<file path="config.mk">
export PLATFORM = sky130hd
export DESIGN_NAME = prefix_divider8
export DESIGN_NICKNAME = d
export VERILOG_FILES = /design/src/rtl/prefix_divider8.sv
export SDC_FILE = /design/constraint.sdc
export NUM_CORES = 1
export LEC_CHECK = 0
export ABC_AREA = 1
export ABC_CLOCK_PERIOD_IN_PS = 4700
export CAP_MARGIN = 20
export CORE_ASPECT_RATIO = 0.9
export CORE_MARGIN = 8
export CORE_UTILIZATION = 55
export CTS_BUF_LIST = sky130_fd_sc_hd__clkbuf_4 sky130_fd_sc_hd__clkbuf_8
export DETAILED_ROUTE_END_ITERATION = 10
export DONT_BUFFER_PORTS = 1
export PLACE_DENSITY_LB_ADDON = 0.3
export SYNTH_ARGS = -nofsm -noshare
export SYNTH_HDL_FRONTEND = slang
export SYNTH_HIERARCHICAL = 1
export SYNTH_SLANG_ARGS = --single-unit
</file>
<file path="constraint.sdc">
create_clock -name clk -period 4.7 [get_ports clk]
set_input_delay 0.235 -clock clk [delete_from_list [all_inputs] [get_ports clk]]
set_output_delay 0.235 -clock clk [all_outputs]
set_load 0.05 [all_outputs]
</file>
<file path="src/rtl/prefix_divider8.sv">
// prefix_divider8 -- sequential 8-bit unsigned restoring divider.
//
// Produces one quotient bit per clock. Each trial subtraction is formed by
// a parallel-prefix (Kogge-Stone) adder as S + ~D + 1. The divider is
// controlled by a start/done handshake.
//
// Ports:
//   clk          rising-edge clock
//   reset        asynchronous active-high reset to IDLE
//   start        request a division (sampled on the rising edge)
//   dividend     unsigned dividend, captured on an accepted start
//   divisor      unsigned divisor, captured on an accepted start
//   busy         high while iterating
//   done         one-cycle pulse marking valid results
//   quotient     result quotient, held until the next accepted start
//   remainder    result remainder, held until the next accepted start
//   div_by_zero  set with done when the divisor was zero

// prefixAdder -- 8-bit Kogge-Stone adder with a generate/propagate carry-in
// slot at position -1.
//
// Ports:
//   ai, bi     addend bits
//   g_minus1   generate of position -1 (acts as carry-in)
//   p_minus1   propagate of position -1
//   sum        8-bit sum
//   cout       carry out of bit 7
module prefixAdder (
  input  logic [7:0] ai,
  input  logic [7:0] bi,
  input  logic       g_minus1,
  input  logic       p_minus1,
  output logic [7:0] sum,
  output logic       cout
);

  logic [7:0] halfSum;
  logic [8:0] gen;
  logic [8:0] prop;
  logic [8:0] genNext;
  logic [8:0] propNext;

  assign halfSum = ai ^ bi;

  // Prefix tree over nine positions. Index 0 holds position -1, so after the
  // last level gen[j] is the carry into bit j and gen[8] is the carry out.
  always_comb begin
    gen      = {ai & bi, g_minus1};
    prop     = {halfSum, p_minus1};
    genNext  = gen;
    propNext = prop;
    for (int d = 1; d < 9; d = d * 2) begin
      genNext  = gen;
      propNext = prop;
      for (int j = d; j < 9; j++) begin
        genNext[j]  = gen[j] | (prop[j] & gen[j-d]);
        propNext[j] = prop[j] & prop[j-d];
      end
      gen  = genNext;
      prop = propNext;
    end
  end

  assign sum  = halfSum ^ gen[7:0];
  assign cout = gen[8];

endmodule

module prefix_divider8 (
  input  logic       clk,
  input  logic       reset,
  input  logic       start,
  input  logic [7:0] dividend,
  input  logic [7:0] divisor,
  output logic       busy,
  output logic       done,
  output logic [7:0] quotient,
  output logic [7:0] remainder,
  output logic       div_by_zero
);

  typedef enum logic [1:0] {
    IDLE = 2'd0,
    RUN  = 2'd1,
    DONE = 2'd2
  } state_t;

  state_t     state_q, state_d;
  logic [2:0] count_q, count_d;
  // Partial remainder kept as 8 bits: it is always below the divisor, so
  // its ninth bit is zero between iterations.
  logic [7:0] pRem_q, pRem_d;
  logic [7:0] qReg_q, qReg_d;
  logic [7:0] dReg_q, dReg_d;
  logic [7:0] quot_q, quot_d;
  logic [7:0] rem_q, rem_d;
  logic       dbz_q, dbz_d;

  logic [8:0] shifted;
  logic [7:0] trialSum;
  logic       trialCout;
  logic       noBorrow;
  logic [7:0] iterP;
  logic [7:0] iterQ;

  // Trial subtraction S - D as S + ~D + 1. The carry-in comes from the
  // generate slot at position -1.
  prefixAdder uTrialAdd (
    .ai       (shifted[7:0]),
    .bi       (~dReg_q),
    .g_minus1 (1'b1),
    .p_minus1 (1'b0),
    .sum      (trialSum),
    .cout     (trialCout)
  );

  // One restoring iteration. If S[8] is set, S >= 256 > D, so the subtraction
  // cannot borrow. On a borrow S[8] is zero, so keeping only S[7:0] is exact.
  always_comb begin
    shifted  = {pRem_q, qReg_q[7]};
    noBorrow = shifted[8] | trialCout;
    iterP    = noBorrow ? trialSum : shifted[7:0];
    iterQ    = {qReg_q[6:0], noBorrow};
  end

  always_ff @(posedge clk or posedge reset) begin
    if (reset) begin
      state_q <= IDLE;
      count_q <= 3'd0;
      pRem_q  <= 8'd0;
      qReg_q  <= 8'd0;
      dReg_q  <= 8'd0;
      quot_q  <= 8'd0;
      rem_q   <= 8'd0;
      dbz_q   <= 1'b0;
    end else begin
      state_q <= state_d;
      count_q <= count_d;
      pRem_q  <= pRem_d;
      qReg_q  <= qReg_d;
      dReg_q  <= dReg_d;
      quot_q  <= quot_d;
      rem_q   <= rem_d;
      dbz_q   <= dbz_d;
    end
  end

  // Next-state logic. A start is honoured in IDLE and in DONE, which allows
  // back-to-back operations. A start during RUN is ignored.
  // Results update only on entry to DONE. Otherwise the previous result is held.
  always_comb begin
    state_d = state_q;
    count_d = count_q;
    pRem_d  = pRem_q;
    qReg_d  = qReg_q;
    dReg_d  = dReg_q;
    quot_d  = quot_q;
    rem_d   = rem_q;
    dbz_d   = dbz_q;
    unique case (state_q)
      IDLE, DONE: begin
        if (start) begin
          if (divisor != 8'd0) begin
            state_d = RUN;
            qReg_d  = dividend;
            pRem_d  = 8'd0;
            dReg_d  = divisor;
            count_d = 3'd0;
            dbz_d   = 1'b0;
          end else begin
            state_d = DONE;
            quot_d  = 8'hFF;
            rem_d   = dividend;
            dbz_d   = 1'b1;
          end
        end else if (state_q == DONE) begin
          state_d = IDLE;
        end
      end
      RUN: begin
        pRem_d  = iterP;
        qReg_d  = iterQ;
        count_d = count_q + 3'd1;
        if (count_q == 3'd7) begin
          state_d = DONE;
          quot_d  = iterQ;
          rem_d   = iterP;
        end
      end
      default: state_d = IDLE;
    endcase
  end

  assign busy        = (state_q == RUN);
  assign done        = (state_q == DONE);
  assign quotient    = quot_q;
  assign remainder   = rem_q;
  assign div_by_zero = dbz_q;

endmodule

</file>
* Word-level counts from Yosys, hierarchy flattened
Cells that the tools add are included.
** Word-level totals
- Bits in registers :: 46
- Word-level logic and storage cells :: 106
** Cells by class
- $add $sub $neg :: 1
- Equal/unequal tests :: 8
- Muxes and demuxes :: 24
- Bitwise operators :: 56
- Reduce and logical (&&, ||, !) cells :: 9
** Operators by type and width (count)
- 8-bit 2-to-1 mux :: 11
- 8-bit one-hot mux with 2 select lines :: 4
- 1-bit AND :: 30
- 1-bit OR :: 22
- 8-bit bitwise XOR :: 2
- 8-bit AND :: 1
- 2-bit 2-to-1 mux :: 4
- 8-bit NOT :: 1
- 8-bit nonzero test :: 1
- 3-bit 2-to-1 mux :: 2
- 2-bit inequality test (second input constant) :: 3
- 3-bit one-hot mux with 2 select lines :: 1
- 3-bit AND reduction :: 2
- 2-bit one-hot mux with 2 select lines :: 1
- 2-bit AND reduction :: 2
- 4-bit AND reduction :: 1
- 3-bit by 1-bit adder with 3-bit output (second input constant) :: 1
- 3-bit == test (second input constant) :: 1
- 3-bit inequality test (second input constant) :: 1
- 2-bit by 1-bit == test with 1-bit output (second input constant) :: 1
- 2-bit == test (second input constant) :: 1
- 2-bit zero test :: 1
- 2-bit by 1-bit inequality test with 1-bit output (second input constant) :: 1
- 2-bit nonzero test :: 1
- 2 further kinds :: 2

* Depth between registers and ports, before layout
- Depth after elaboration :: 13
- Depth in mapped cells :: 15

* Cells and area by module
The synthesis kept the hierarchy.
** Modules (own cells, without submodules)
- prefix_divider8 :: times used 1, cells each 273, area an instance 2298.5 um^2, sequential area each 1151.1 um^2
- prefixAdder :: times used 1, cells each 81, area an instance 430.4 um^2, sequential area each 0.0 um^2

* Least setup slack after synthesis
No wires, ideal clock.
- Kind :: reg-to-reg
- Start :: register pRem_q[0]
- End :: register pRem_q[0]
- Library setup time :: 65 ps
- Arrival :: 1873 ps
- Data required time :: 4635 ps
- Path slack :: 2762 ps
- Stages on the path, launching flop included :: 13
- Path buffers :: 0
- Clock period less this slack :: 1938 ps
- Path through :: dfrtp_1 > ha_1 > or2_1 > nand3b_1 > nand2_1 > nand2_1 > nand2_1 > nor2_2 > inv_1 > nor2_4 > nand2_1 > and2_1 > nand2_1
** Between the ends
- Word-level cells in the longest chain between the ends :: 11
- Elaborated cells on any way between the ends :: 15
- Classes of those cells :: mux: 2; bitwise: 13
** Ends and longest elaborated chain
- start: declaration :: RTL line 92 : logic [7:0] pRem_q, pRem_d;
- start signal: assignment :: RTL line 139 : pRem_q <= pRem_d;
- 8-bit bitwise XOR :: RTL line 43 : assign halfSum = ai ^ bi;
- 1-bit AND :: RTL line 56 : genNext[j] = gen[j] | (prop[j] & gen[j-d]);
- 1-bit OR :: RTL line 56
- 1-bit AND :: RTL line 56
- 1-bit OR :: RTL line 56
- 1-bit AND :: RTL line 56
- 1-bit OR :: RTL line 56
- 1-bit OR * :: RTL line 56
- via trialCout :: RTL line 101 : logic trialCout;
- 1-bit OR * :: RTL line 121 : noBorrow = shifted[8] | trialCout;
- 8-bit 2-to-1 mux * :: RTL line 122 : iterP = noBorrow ? trialSum : shifted[7:0];
- 8-bit one-hot mux with 2 select lines * :: RTL line 160 : unique case (state_q)
Mark *: on every way through the listed nets, which the timed path passes. The rest lies on a longest branch.
A chain may end at the register's enable or synchronous reset.

* Worst setup path in the final report
- Start :: register pRem_q[0]
- End :: register rem_q[5] (netlist: remainder[5])
** Between the ends
- Word-level cells in the longest chain between the ends :: 12
- Elaborated cells on any way between the ends :: 25
- Classes of those cells :: mux: 3; bitwise: 22
** Ends and longest elaborated chain
- 8-bit bitwise XOR :: RTL line 43
- 1-bit AND :: RTL line 56
- 1-bit OR :: RTL line 56
- 1-bit AND :: RTL line 56
- 1-bit OR :: RTL line 56
- 1-bit AND :: RTL line 56
- 1-bit OR :: RTL line 56
- 1-bit OR * :: RTL line 56
- via trialCout :: RTL line 101
- 1-bit OR * :: RTL line 121
- 8-bit 2-to-1 mux * :: RTL line 122
- 8-bit 2-to-1 mux * :: RTL line 184 : if (count_q == 3'd7) begin
- 8-bit one-hot mux with 2 select lines * :: RTL line 160
- end signal: assignment :: RTL line 143 : rem_q <= rem_d;
- end: declaration :: RTL line 96 : logic [7:0] rem_q, rem_d;
Mark *: on every way through the listed nets, which the timed path passes. The rest lies on a longest branch. The select of a mux whose other input is x is not followed.

==> flow_summary.ini <==
[placement]
gp_congestion = 0.865
port_buffers = 0
hpwlAfterDp_um = 4330
dpl_cell_area_um2 = 2730

[logic_synthesis]
synth_area_um2 = 2730
syn_inst = 353
yosysWarnings = 6
synth_area_per_cell_um2 = 7.72

[finish]
mostFrequentLayoutCells = nand2_1 (128), nand3_1 (49), dfrtp_1 (46)
layout_commonest_cell = nand2_1
finalInstanceArea_um2 = 2850
fin_nets = 382
antenna_cells = 0
post_route_cells_drive_above_1_share = 0.105
syn_to_final_growth_pct = 4.73

[global_route]
grt_pass1_vias = 2121
antenna_found_initial = 0
grt-ovfl-total = 0
grt_max_degree = 47
grt_pass1_wl_um = 9830
grt_util_all_layers = 0.163

[cts]
cts_sinks = 46
path_clk_slew_ns = 0.09
h-tree-depth = 2
cts_max_path_buffers = 2
root_buffer = clkbuf_8
cts_tree = yes
cts_hold_buf = 0
post_cts_buffers = 0
clock_latency_ns = 0.30
cts_buffers = 5
ctsResizeCount = 0

[pwr]
sw_frac_of_total = 0.522
leakage_uw = 0.00158
power_frac_seq = 0.377
p_int_uw = 1170
p_switching_uw = 1280
power_uw = 2460
powerDensity_nw_per_um2 = 860
p_comb_frac = 0.517
p_clk_frac = 0.105
vdd_drop_max_v = 0.000396

[routing]
via_count = 2227
via_per_inst = 5.33
drc = 0
drt-wirelength-per-cell_um = 14.2
wl_met1_um = 2770
top_layer = met4
ant_nets = 0
first_pass_iters = 4
wl_um = 5930
wl_met2_um = 2680
initialDrtViolationCount = 173
routed-wl-met3_um = 424

[critical_path]
worst-r2r-setup-slack_ns = 2.50
reg2reg_depth = 13
cp_data_arrival_time_ns = 2.45
crit_path_end_kind = flop
startpoint_type = flop
path_class = flop to flop
r2r_start = pRem_q[0]
required_ns = 4.94
path_max_fanout = 9
timing.rr.end = remainder[5]

[floorplanning]
start_util = 0.567
io_pins = 38
rows = 24
coreArea_um2 = 4800
die_area_um2 = 7470
dieHeight_um = 82.8
dieWidth_um = 90.2

[sta]
setup_viol = 0
rsz0062_at_grt = no
period_needed_ns = 2.20
relSlewSlack = 0.400
hold_ws_ns = 0.0508
max_freq_ghz = 0.454
setup_tns_ns = 0
clock_skew_ns = 0.00443
period_share = 0.468
drv_slew = 0
finalHoldViolations = 0
tightest_slew_ns = 0.900

[min_path]
hold_class = primary input to flop
min_from = divisor[5]
hold_end = dReg_q[5]
holdPathStages = 2

[run]
cap_violations = 0

[outcome]
outcome = completed
## flip-flops by register name (all words and copies together) (netlist names)
signal and count:
count_q 3, dReg_q 8, div_by_zero 1, pRem_q 8, qReg_q 8, quotient 8, remainder 8, state_q 2
## metrics by stage
stage / instances / setup slack, ns / utilization
2_1_floorplan: 354 / 2.76 / -
3_3_place_gp: 408 / 2.61 / 0.568
3_5_place_dp: 408 / 2.53 / 0.568
4_1_cts: 416 / 2.50 / 0.588
5_1_grt: 418 / 2.31 / 0.594
6_report: 418 / 2.50 / 0.594
## critical path, stage by stage, from the launching register on
cell,delay (ns)
dfrtp_1,0.41
ha_1,0.34
or2_1,0.25
nand3b_1,0.11
nand2_1,0.07
nand2_1,0.06
nand2_1,0.06
nor2_2,0.22
inv_1,0.11
nor2_4,0.20
nand2_1,0.11
nand3_1,0.09
nand2_1,0.06
nand2_1,0.06
## power by group through the flow
stage                     Clock [uW]  Combinational [uW]  Sequential, uW
after detailed placement           0                1260             938
final                            259                1270             927
after floorplan                    0                1090             893
after global placement             0                1230             933
after global routing             277                1450             948
after CTS                        265                1270             930
## layer usage
| metal | vias to the layer above | track usage |
|---|---|---|
| li1 | 1101 | - |
| met5 | - | 0 |
| met3 | 7 | 0.0558 |
| met2 | 47 | 0.277 |
| met4 | 0 | 0.0398 |
| met1 | 1072 | 0.198 |
## worst max path at each step
stage | start | slack, ns | endpoint
CTS | pRem_q[0] | 2.50 | remainder[5]
detailed placement | pRem_q[0] | 2.53 | pRem_q[1]
global placement | pRem_q[4] | 2.61 | pRem_q[1]
finish | pRem_q[0] | 2.50 | remainder[5]
floorplan | pRem_q[0] | 2.76 | pRem_q[0]
global route | pRem_q[0] | 2.31 | remainder[5]
## cell type report
class	count	area (um^2)
inverter	39	146
tap	65	81.3
clock buffer	7	90.1
multi-input combinational	258	1350
sequential	46	1150
clock inverter	1	5.00
fill	441	1950
timing repair buffer	2	30.0
Note: power is estimated with default switching activity, not from simulation.
